## config.mk

```make
export PLATFORM = sky130hd
export DESIGN_NAME = reg_file_mp
export DESIGN_NICKNAME = d
export VERILOG_FILES = /design/src/rtl/reg_file_mp.sv
export SDC_FILE = /design/constraint.sdc
export NUM_CORES = 2
export LEC_CHECK = 0
export CAP_MARGIN = 20
export CORE_UTILIZATION = 30
export CTS_BUF_LIST = sky130_fd_sc_hd__clkbuf_2 sky130_fd_sc_hd__clkbuf_4 sky130_fd_sc_hd__clkbuf_8
export DETAILED_ROUTE_END_ITERATION = 16
export PLACE_DENSITY = 0.5
export SKIP_CTS_REPAIR_TIMING = 1
export SKIP_LAST_GASP = 1
export SLEW_MARGIN = 20
export SYNTH_ARGS = -nofsm -noshare
export SYNTH_HDL_FRONTEND = slang
export SYNTH_SLANG_ARGS = --single-unit
```

## constraint.sdc

```tcl
create_clock -name sys_clk -period 5.9 [get_ports sys_clk]
set_input_delay 1.18 -clock sys_clk [delete_from_list [all_inputs] [get_ports sys_clk]]
set_output_delay 1.18 -clock sys_clk [all_outputs]
set_load 0.01 [all_outputs]
```

## src/rtl/reg_file_mp.sv

```systemverilog
// Multi-port integer register file: two registered read ports and one byte-masked write port.
// x0 reads as zero, and a scrub FSM clears every entry after reset. Define REG_FILE_BYPASS_EN to
// forward a same-edge write to the read ports.
module reg_file_mp #(
  parameter int unsigned REG_IDX_WIDTH = 5,
  parameter int unsigned DATA_WIDTH    = 32,
  parameter int unsigned BYTE_WIDTH    = 8,
  parameter int unsigned REG_COUNT     = 32
) (
  input  logic                             sys_clk,
  input  logic                             sys_rst_n,
  output logic                             ready,
  input  logic                             rs1_en,
  input  logic [REG_IDX_WIDTH-1:0]         rs1_idx,
  output logic [DATA_WIDTH-1:0]            rs1_data,
  input  logic                             rs2_en,
  input  logic [REG_IDX_WIDTH-1:0]         rs2_idx,
  output logic [DATA_WIDTH-1:0]            rs2_data,
  output logic                             rs_valid,
  input  logic                             rd_we,
  input  logic [REG_IDX_WIDTH-1:0]         rd_idx,
  input  logic [DATA_WIDTH/BYTE_WIDTH-1:0] rd_be,
  input  logic [DATA_WIDTH-1:0]            rd_data
);

  localparam int unsigned NumLanes = DATA_WIDTH / BYTE_WIDTH;
  localparam int unsigned CntW     = (REG_COUNT > 1) ? $clog2(REG_COUNT) : 1;
  localparam logic [CntW-1:0] LastIdx = CntW'(REG_COUNT - 1);

  typedef enum logic [0:0] {StScrub, StRun} state_e;

  state_e                state_q, state_d;
  logic [CntW-1:0]       scrub_cnt_q, scrub_cnt_d;
  logic [DATA_WIDTH-1:0] rs1_data_q, rs1_data_d;
  logic [DATA_WIDTH-1:0] rs2_data_q, rs2_data_d;
  logic                  rs_valid_q, rs_valid_d;

  logic [DATA_WIDTH-1:0] mem [REG_COUNT];

  logic [CntW-1:0]       rs1_addr, rs2_addr, rd_addr;
  logic [DATA_WIDTH-1:0] rd_old, rd_merged;
  logic                  rd_fire;
  logic [DATA_WIDTH-1:0] rs1_rdata, rs2_rdata;
  logic                  mem_we;
  logic [CntW-1:0]       mem_waddr;
  logic [DATA_WIDTH-1:0] mem_wdata;

  // Entry 0 is hardwired zero; entries at or above REG_COUNT do not exist.
  function automatic logic idx_ok(input logic [REG_IDX_WIDTH-1:0] idx);
    return (idx != '0) && (32'(idx) < REG_COUNT);
  endfunction

  function automatic logic [DATA_WIDTH-1:0] merge_lanes(input logic [DATA_WIDTH-1:0] old_w,
                                                        input logic [DATA_WIDTH-1:0] new_w,
                                                        input logic [NumLanes-1:0]   be);
    logic [DATA_WIDTH-1:0] res;
    res = old_w;
    for (int unsigned b = 0; b < NumLanes; b++) begin
      if (be[b]) res[b*BYTE_WIDTH +: BYTE_WIDTH] = new_w[b*BYTE_WIDTH +: BYTE_WIDTH];
    end
    return res;
  endfunction

  // Truncation is safe: an index that passes idx_ok is below REG_COUNT.
  assign rs1_addr = rs1_idx[CntW-1:0];
  assign rs2_addr = rs2_idx[CntW-1:0];
  assign rd_addr  = rd_idx[CntW-1:0];

  assign rd_old    = mem[rd_addr];
  assign rd_merged = merge_lanes(rd_old, rd_data, rd_be);
  assign rd_fire   = (state_q == StRun) && rd_we && idx_ok(rd_idx) && (rd_be != '0);

  always_comb begin
    rs1_rdata = '0;
    rs2_rdata = '0;
    if (idx_ok(rs1_idx)) begin
`ifdef REG_FILE_BYPASS_EN
      if (rd_fire && (rs1_idx == rd_idx)) rs1_rdata = rd_merged;
      else                                rs1_rdata = mem[rs1_addr];
`else
      rs1_rdata = mem[rs1_addr];
`endif
    end
    if (idx_ok(rs2_idx)) begin
`ifdef REG_FILE_BYPASS_EN
      if (rd_fire && (rs2_idx == rd_idx)) rs2_rdata = rd_merged;
      else                                rs2_rdata = mem[rs2_addr];
`else
      rs2_rdata = mem[rs2_addr];
`endif
    end
  end

  // Single write port shared between the scrubber and the rd path.
  always_comb begin
    mem_we    = 1'b0;
    mem_waddr = rd_addr;
    mem_wdata = rd_merged;
    if (state_q == StScrub) begin
      mem_we    = 1'b1;
      mem_waddr = scrub_cnt_q;
      mem_wdata = '0;
    end else if (rd_fire) begin
      mem_we = 1'b1;
    end
  end

  always_ff @(posedge sys_clk) begin
    if (sys_rst_n && mem_we) mem[mem_waddr] <= mem_wdata;
  end

  always_comb begin
    state_d     = state_q;
    scrub_cnt_d = scrub_cnt_q;
    rs1_data_d  = rs1_data_q;
    rs2_data_d  = rs2_data_q;
    rs_valid_d  = 1'b0;
    case (state_q)
      StScrub: begin
        scrub_cnt_d = scrub_cnt_q + 1'b1;
        rs1_data_d  = '0;
        rs2_data_d  = '0;
        if (scrub_cnt_q == LastIdx) state_d = StRun;
      end
      StRun: begin
        if (rs1_en) rs1_data_d = rs1_rdata;
        if (rs2_en) rs2_data_d = rs2_rdata;
        rs_valid_d = rs1_en | rs2_en;
      end
      default: state_d = StScrub;
    endcase
  end

  always_ff @(posedge sys_clk) begin
    if (!sys_rst_n) begin
      state_q     <= StScrub;
      scrub_cnt_q <= '0;
      rs1_data_q  <= '0;
      rs2_data_q  <= '0;
      rs_valid_q  <= 1'b0;
    end else begin
      state_q     <= state_d;
      scrub_cnt_q <= scrub_cnt_d;
      rs1_data_q  <= rs1_data_d;
      rs2_data_q  <= rs2_data_d;
      rs_valid_q  <= rs_valid_d;
    end
  end

  assign ready    = (state_q == StRun);
  assign rs1_data = rs1_data_q;
  assign rs2_data = rs2_data_q;
  assign rs_valid = rs_valid_q;

endmodule

```

After elaboration in Yosys (flattened, before gate mapping)
Memory sizes are Yosys's and may differ from the RTL's.
Index checks and enable logic that the tools add are counted.
{ "word_totals": {"ff_bits": 71, "latchBits": 0, "ramBits": 1024, "mem_bits_ro": 0, "out_inout_bits": 66, "elab_cells": 39, "n_memories": 1} }
{ "memory_table": {"columns": ["name", "depth", "width", "read_ports", "rd_clocked_by_memory_dff", "write_ports", "line_no", "rtl"], "rows": [
  ["mem", 32, 32, 3, 0, 1, "38", "logic [DATA_WIDTH-1:0] mem [REG_COUNT];"]
]} }
{ "op_classes": {"addsub": 1, "mul": 0, "div_mod_pow": 0, "n_lt_le_gt_ge": 0, "eq_ne": 3, "shift": 0, "muxes": 18, "bitwise_logic": 2, "n_reduce_logical": 9} }
{ "op_table": {"columns": ["operator", "count"], "rows": [
  ["2-to-1 mux 32 bit", 5],
  ["one-hot mux 32 bit (2 select lines)", 2],
  ["2-to-1 mux 8 bit", 4],
  ["nonzero test 5 bit", 3],
  ["2-to-1 mux 1 bit", 6],
  ["adder 5 x 1 -> 5 bit, second input constant", 1],
  ["== test 5 bit, second input constant", 1],
  ["2-to-1 mux 5 bit", 1],
  ["logical AND 1 bit", 4],
  ["!= test 2 bit, second input constant", 2],
  ["nonzero test 4 bit", 1],
  ["AND reduction 2 bit", 1],
  ["NOT 1 bit", 1],
  ["OR 1 bit", 1]
]} }

Logic depth before layout (Yosys ltp)
{ "logic_depth": {"word_depth": 8, "ltp_mapped": 10} }

Least setup slack after synthesis
Ideal clock, no wire load.
{ "synth_timing": {"path_type": "input to register", "start": "input rd_idx[1]", "end": "memory mem[0][18], data pin", "setup_ns": 0.754, "arrival_time_ns": 5.060, "required_ns": 5.146, "setup_slack_ns": 0.086, "path_stages": 6, "path_buffers": 2, "path_cell_list": "or3_1 buf_1 clkbuf_1 o21ai_1 o21ai_0 a2111oi_0"} }
{ "synth_between": {"elab_chain_len": 3} }
{ "synth_lines": {"columns": ["item", "line_no", "rtl"], "rows": [
  ["from (decl)", "21", "input logic [REG_IDX_WIDTH-1:0] rd_idx,"],
  ["memory read (32 x 32 bit)", null, null],
  ["2-to-1 mux 8 bit", "59", "if (be[b]) res[b*BYTE_WIDTH +: BYTE_WIDTH] = new_w[b*BYTE_WIDTH +: BYTE_WIDTH];"],
  ["2-to-1 mux 32 bit", "99", "if (state_q == StScrub) begin"],
  ["named net mem_wdata[18]", "46", "logic [DATA_WIDTH-1:0] mem_wdata;"],
  ["to (decl)", "38", null]
]} }
The timed path passes the listed nets, and every way through them passes these cells.

Worst setup path in the final report
{ "layout_timing": {"start": "input rd_idx[3]", "end": "memory mem[31][22], data pin"} }
Same word-level chain as after synthesis.

==> run summary <==
CTS
----------------------------------------------------------------------------------------------------
CTS H-tree depth ......................................................................            4
Clock-pin slew reported for the worst setup and hold paths after clock tree synthesis .        50 ps
TritonCTS clock tree ..................................................................          yes
Clock Path Buffers ....................................................................            3
Number of sinks driven by the clock tree ..............................................         1095
Worst skew pair latency ...............................................................      1010 ps
CTS root buffer ....................................................................... sky130_fd_sc_hd__clkbuf_8
Total CTS buffers .....................................................................          197

SETUP PATH
----------------------------------------------------------------------------------------------------
Classification of the worst setup path ................................................ input port to flop
Arrival time at the worst endpoint ....................................................      4720 ps
Worst path required time ..............................................................      6640 ps
Crit-path max FO ......................................................................           24
Worst R2R Path Depth ..................................................................            5
Startpoint type of the worst setup path ...............................................   input port
End of the worst register-to-register path ............................................ mem[26][7]$_DFFE_PP_
R2r startpoint ........................................................................ ready$_SDFF_PN0_
Source of the critical timing path ....................................................    rd_idx[3]
Nature of the critical path endpoint ..................................................         flop
R2R Setup Slk .........................................................................      2420 ps
Worst setup path endpoint ............................................................. mem[31][22]$_DFFE_PP_

SYNTH
----------------------------------------------------------------------------------------------------
YS warnings ...........................................................................            0
Summed instance area of the synthesized netlist .......................................    58600 um2
Cell types occupying the most area after synthesis .................................... sky130_fd_sc_hd__edfxtp_1 52%, sky130_fd_sc_hd__mux4_2 26%, sky130_fd_sc_hd__mux2i_1 4.1%
Synth area leader ..................................................................... sky130_fd_sc_hd__edfxtp_1
Net count of the mapped netlist .......................................................         3551
Portion of synthesized cell area occupied by the leading cell type ....................        52.5%
Number of enable flip-flop cells after synthesis ......................................         1024
Count of different cell masters after synthesis .......................................           66
Most used flip-flop cell after synthesis .............................................. sky130_fd_sc_hd__edfxtp_1
Cell count after synthesis ............................................................         3493
Sequential area share after synthesis .................................................        54.9%
Number of synthesized register bits ...................................................         1095
Share of synthesized registers carrying an async set or reset .........................           0%
Post-Syn Area per Cell ................................................................     16.8 um2

STA
----------------------------------------------------------------------------------------------------
Tmin final ............................................................................      3980 ps
Worst clock skew on the final layout ..................................................      62.9 ps
Final Hold Fails ......................................................................            0
Final setup TNS .......................................................................         0 ps
Final setup violation count ...........................................................            0
Headroom to the max-slew limit ........................................................        17.9%
Total count of max-transition violations in the final report ..........................            0
Setup repair after global routing missed its margin ...................................        false
Post-layout worst setup margin ........................................................      1920 ps
Upper clock frequency limit ...........................................................      251 MHz
Period Utilization, post-route ........................................................        67.4%
Least-Margin Pin Slew .................................................................      1230 ps

GRT
----------------------------------------------------------------------------------------------------
Vias in the first global route ........................................................        39583
Total overflow reported by the global router ..........................................            0
Antenna violations before repair ......................................................           10
Maximum number of pins on one net before global-route repair ..........................          115
Global-route wire length before repair ................................................    329000 um
GRT Overall Usage .....................................................................        24.2%

ROUTE
----------------------------------------------------------------------------------------------------
Length of the first detailed-routing pass in iterations ...............................            6
Number of DRC markers in iteration 0 ..................................................         5213
Total via count after detailed routing ................................................        39534
DRT Wirelength ........................................................................    242000 um
Routed len/inst .......................................................................      37.8 um
Final antenna-violating net count .....................................................            0
Via-per-instance ratio ................................................................         6.19
DRC violation count after routing .....................................................            0

DIE
----------------------------------------------------------------------------------------------------
X dimension of the die ................................................................       444 um
Core area .............................................................................   193000 um2
Initial core utilization ..............................................................        30.3%
IO Count ..............................................................................          122
Height of the die .....................................................................       444 um
Row cnt ...............................................................................          161
Full die area .........................................................................   197000 um2

FINAL LAYOUT
----------------------------------------------------------------------------------------------------
Area added between synthesis and finish ...............................................        16.2%
Net count, final ......................................................................         3743
Share of cells above drive strength 1 .................................................        35.9%

POWER
----------------------------------------------------------------------------------------------------
Relative contribution of sequential cells to total power ..............................        48.2%
Fraction of power consumed by the clock network .......................................        43.6%
Final Total Pwr .......................................................................      17.5 mW
Sw Ratio ..............................................................................        25.7%
Cell-internal power ...................................................................      13.0 mW
Power density cells ...................................................................   257 nW/um2
Power dissipated by switching net loads ...............................................      4.50 mW
Leak Pwr ..............................................................................      20.2 nW
Worst IR drop on VDD ..................................................................       245 uV
Relative contribution of combinational cells to total power ...........................         8.2%

PLACEMENT
----------------------------------------------------------------------------------------------------
DP HPWL ...............................................................................    146000 um
Setup Slack @ Placement ...............................................................       981 ps
Number of buffers added on ports ......................................................          121
Routability cong. .....................................................................        0.846

RUN STATUS
----------------------------------------------------------------------------------------------------
Status ................................................................................ complete, no violations

WORST HOLD PATH
----------------------------------------------------------------------------------------------------
Class of the tightest hold or removal check ........................................... flop to flop

JOB
----------------------------------------------------------------------------------------------------
Maximum Capacitance Violations ........................................................            0

==> synthesized netlist by cell type, types with 9 or more instances <==
cell                        instances
sky130_fd_sc_hd__a31oi_1           13
sky130_fd_sc_hd__edfxtp_1        1024
sky130_fd_sc_hd__o311ai_0          45
sky130_fd_sc_hd__nor2b_1           40
sky130_fd_sc_hd__inv_1             52
sky130_fd_sc_hd__buf_1             40
sky130_fd_sc_hd__dfxtp_1           71
sky130_fd_sc_hd__mux4_2           668
sky130_fd_sc_hd__o2111ai_1         56
sky130_fd_sc_hd__nand3_1           36
sky130_fd_sc_hd__nand2b_1          18
sky130_fd_sc_hd__o221a_2           44
sky130_fd_sc_hd__o22ai_1           54
sky130_fd_sc_hd__a22oi_1           19
sky130_fd_sc_hd__o21ai_0           94
sky130_fd_sc_hd__o22a_1            26
sky130_fd_sc_hd__o221ai_1          12
sky130_fd_sc_hd__buf_6             14
sky130_fd_sc_hd__mux2_2            57
sky130_fd_sc_hd__a2111oi_0          9
sky130_fd_sc_hd__buf_2            105
sky130_fd_sc_hd__o211ai_1          14
sky130_fd_sc_hd__clkbuf_1         130
sky130_fd_sc_hd__a211oi_1          24
sky130_fd_sc_hd__a21oi_1           61
sky130_fd_sc_hd__nor2_1           157
sky130_fd_sc_hd__nor3_1            16
sky130_fd_sc_hd__a221oi_1          20
sky130_fd_sc_hd__nand2_1          161
sky130_fd_sc_hd__a221o_1           25
sky130_fd_sc_hd__buf_4             22
sky130_fd_sc_hd__and2_1            20
sky130_fd_sc_hd__mux2i_1          238
==> logic make-up after synthesis <==
group           after synthesis  synth area share (%)
xor+xnor                      2                0.0299
mux                         965                  30.9
buf+inv                     367                  2.93
flops                      1095                  54.9
simple gates                483                  3.72
compound gates              579                  7.54
fa+ha+maj                     2                0.0427
==> metal layers <==
metal	routed length, um	GRT usage (%)
met4	8710	8.55
met2	113000	38.3
met3	22800	5.59
met5	13	0
met1	97200	32.4
==> registers in the layout, indices dropped and copies added, names as in the netlist <==
register and cells:
scrub_cnt_q 5, rs1_data 32, rs_valid 1, ready 1
rs2_data 32, mem 1024
==> per-stage QoR <==
stage	std cells	area, um2	hold WS [ps]	util (%)
6_report	6388	68100	544	35.2
5_1_grt	6385	68100	539	35.2
4_1_cts	6378	68100	497	35.2
3_5_place_dp	6012	63900	526	33.0
3_3_place_gp	6012	63900	525	33.0
2_1_floorplan	3493	58600	533	-
==> cell usage in the layout (no fill, tap or decap), types with 22 or more instances in the layout <==
master	instances
sky130_fd_sc_hd__dfxtp_1	70
sky130_fd_sc_hd__o21ai_0	94
sky130_fd_sc_hd__o2111ai_1	56
sky130_fd_sc_hd__o221a_2	44
sky130_fd_sc_hd__a211oi_1	22
sky130_fd_sc_hd__edfxtp_1	1024
sky130_fd_sc_hd__mux2_2	57
sky130_fd_sc_hd__buf_12	35
sky130_fd_sc_hd__mux4_2	668
sky130_fd_sc_hd__clkinv_1	38
sky130_fd_sc_hd__clkbuf_8	219
sky130_fd_sc_hd__buf_4	154
sky130_fd_sc_hd__clkdlybuf4s50_1	108
sky130_fd_sc_hd__mux2i_1	238
sky130_fd_sc_hd__nor2b_1	38
sky130_fd_sc_hd__clkinv_2	29
sky130_fd_sc_hd__nand2_1	161
sky130_fd_sc_hd__clkbuf_4	58
sky130_fd_sc_hd__a21oi_1	52
sky130_fd_sc_hd__nor2_1	119
sky130_fd_sc_hd__nand3_1	31
sky130_fd_sc_hd__o22ai_1	54
sky130_fd_sc_hd__o22a_1	26
sky130_fd_sc_hd__inv_1	52
sky130_fd_sc_hd__o311ai_0	45
sky130_fd_sc_hd__a221o_1	25
sky130_fd_sc_hd__nor2_4	37
==> power groups by stage <==
stage / Sequential, mW / Clock (mW) / Combinational, mW
3_5_place_dp: 8.60 / 0 / 1.42
5_1_grt: 8.44 / 8.06 / 1.47
4_1_cts: 8.44 / 7.74 / 1.43
3_3_place_gp: 8.60 / 0 / 1.42
2_1_floorplan: 8.59 / 0 / 0.842
6_report: 8.44 / 7.64 / 1.44
==> worst min path at each step <==
stage	start	cells past startpoint	end	slack, ps
after floorplan	scrub_cnt_q[4]$_SDFFE_PN0N_	2	scrub_cnt_q[4]$_SDFFE_PN0N_	530
after global placement	rs1_data[5]$_SDFFE_PN0P_	2	rs1_data[5]$_SDFFE_PN0P_	520
after detailed placement	rs1_data[5]$_SDFFE_PN0P_	2	rs1_data[5]$_SDFFE_PN0P_	530
after CTS	rs2_en	2	rs2_data[5]$_SDFFE_PN0P_	500
after global routing	rs2_en	2	rs2_data[5]$_SDFFE_PN0P_	540
final	rs1_data[4]$_SDFFE_PN0P_	2	rs1_data[4]$_SDFFE_PN0P_	540
==> critical path, stage by stage <==
cell	delay, ps
sky130_fd_sc_hd__clkdlybuf4s50_1	590
sky130_fd_sc_hd__buf_4	330
sky130_fd_sc_hd__or3b_2	830
sky130_fd_sc_hd__buf_4	310
sky130_fd_sc_hd__o221ai_1	210
sky130_fd_sc_hd__o21ai_0	200
sky130_fd_sc_hd__a2111oi_4	650
sky130_fd_sc_hd__buf_4	380
==> final cells by class <==
class	count	area, um2
fill	18214	125000
timing repair buffer	306	3060
clock inverter	89	727
clock buffer	277	3450
antenna	10	25.0
tap	2526	3160
inverter	54	203
sequential	1095	32200
multi-input combinational	2031	25300
Note: power is estimated with default switching activity, not from simulation.
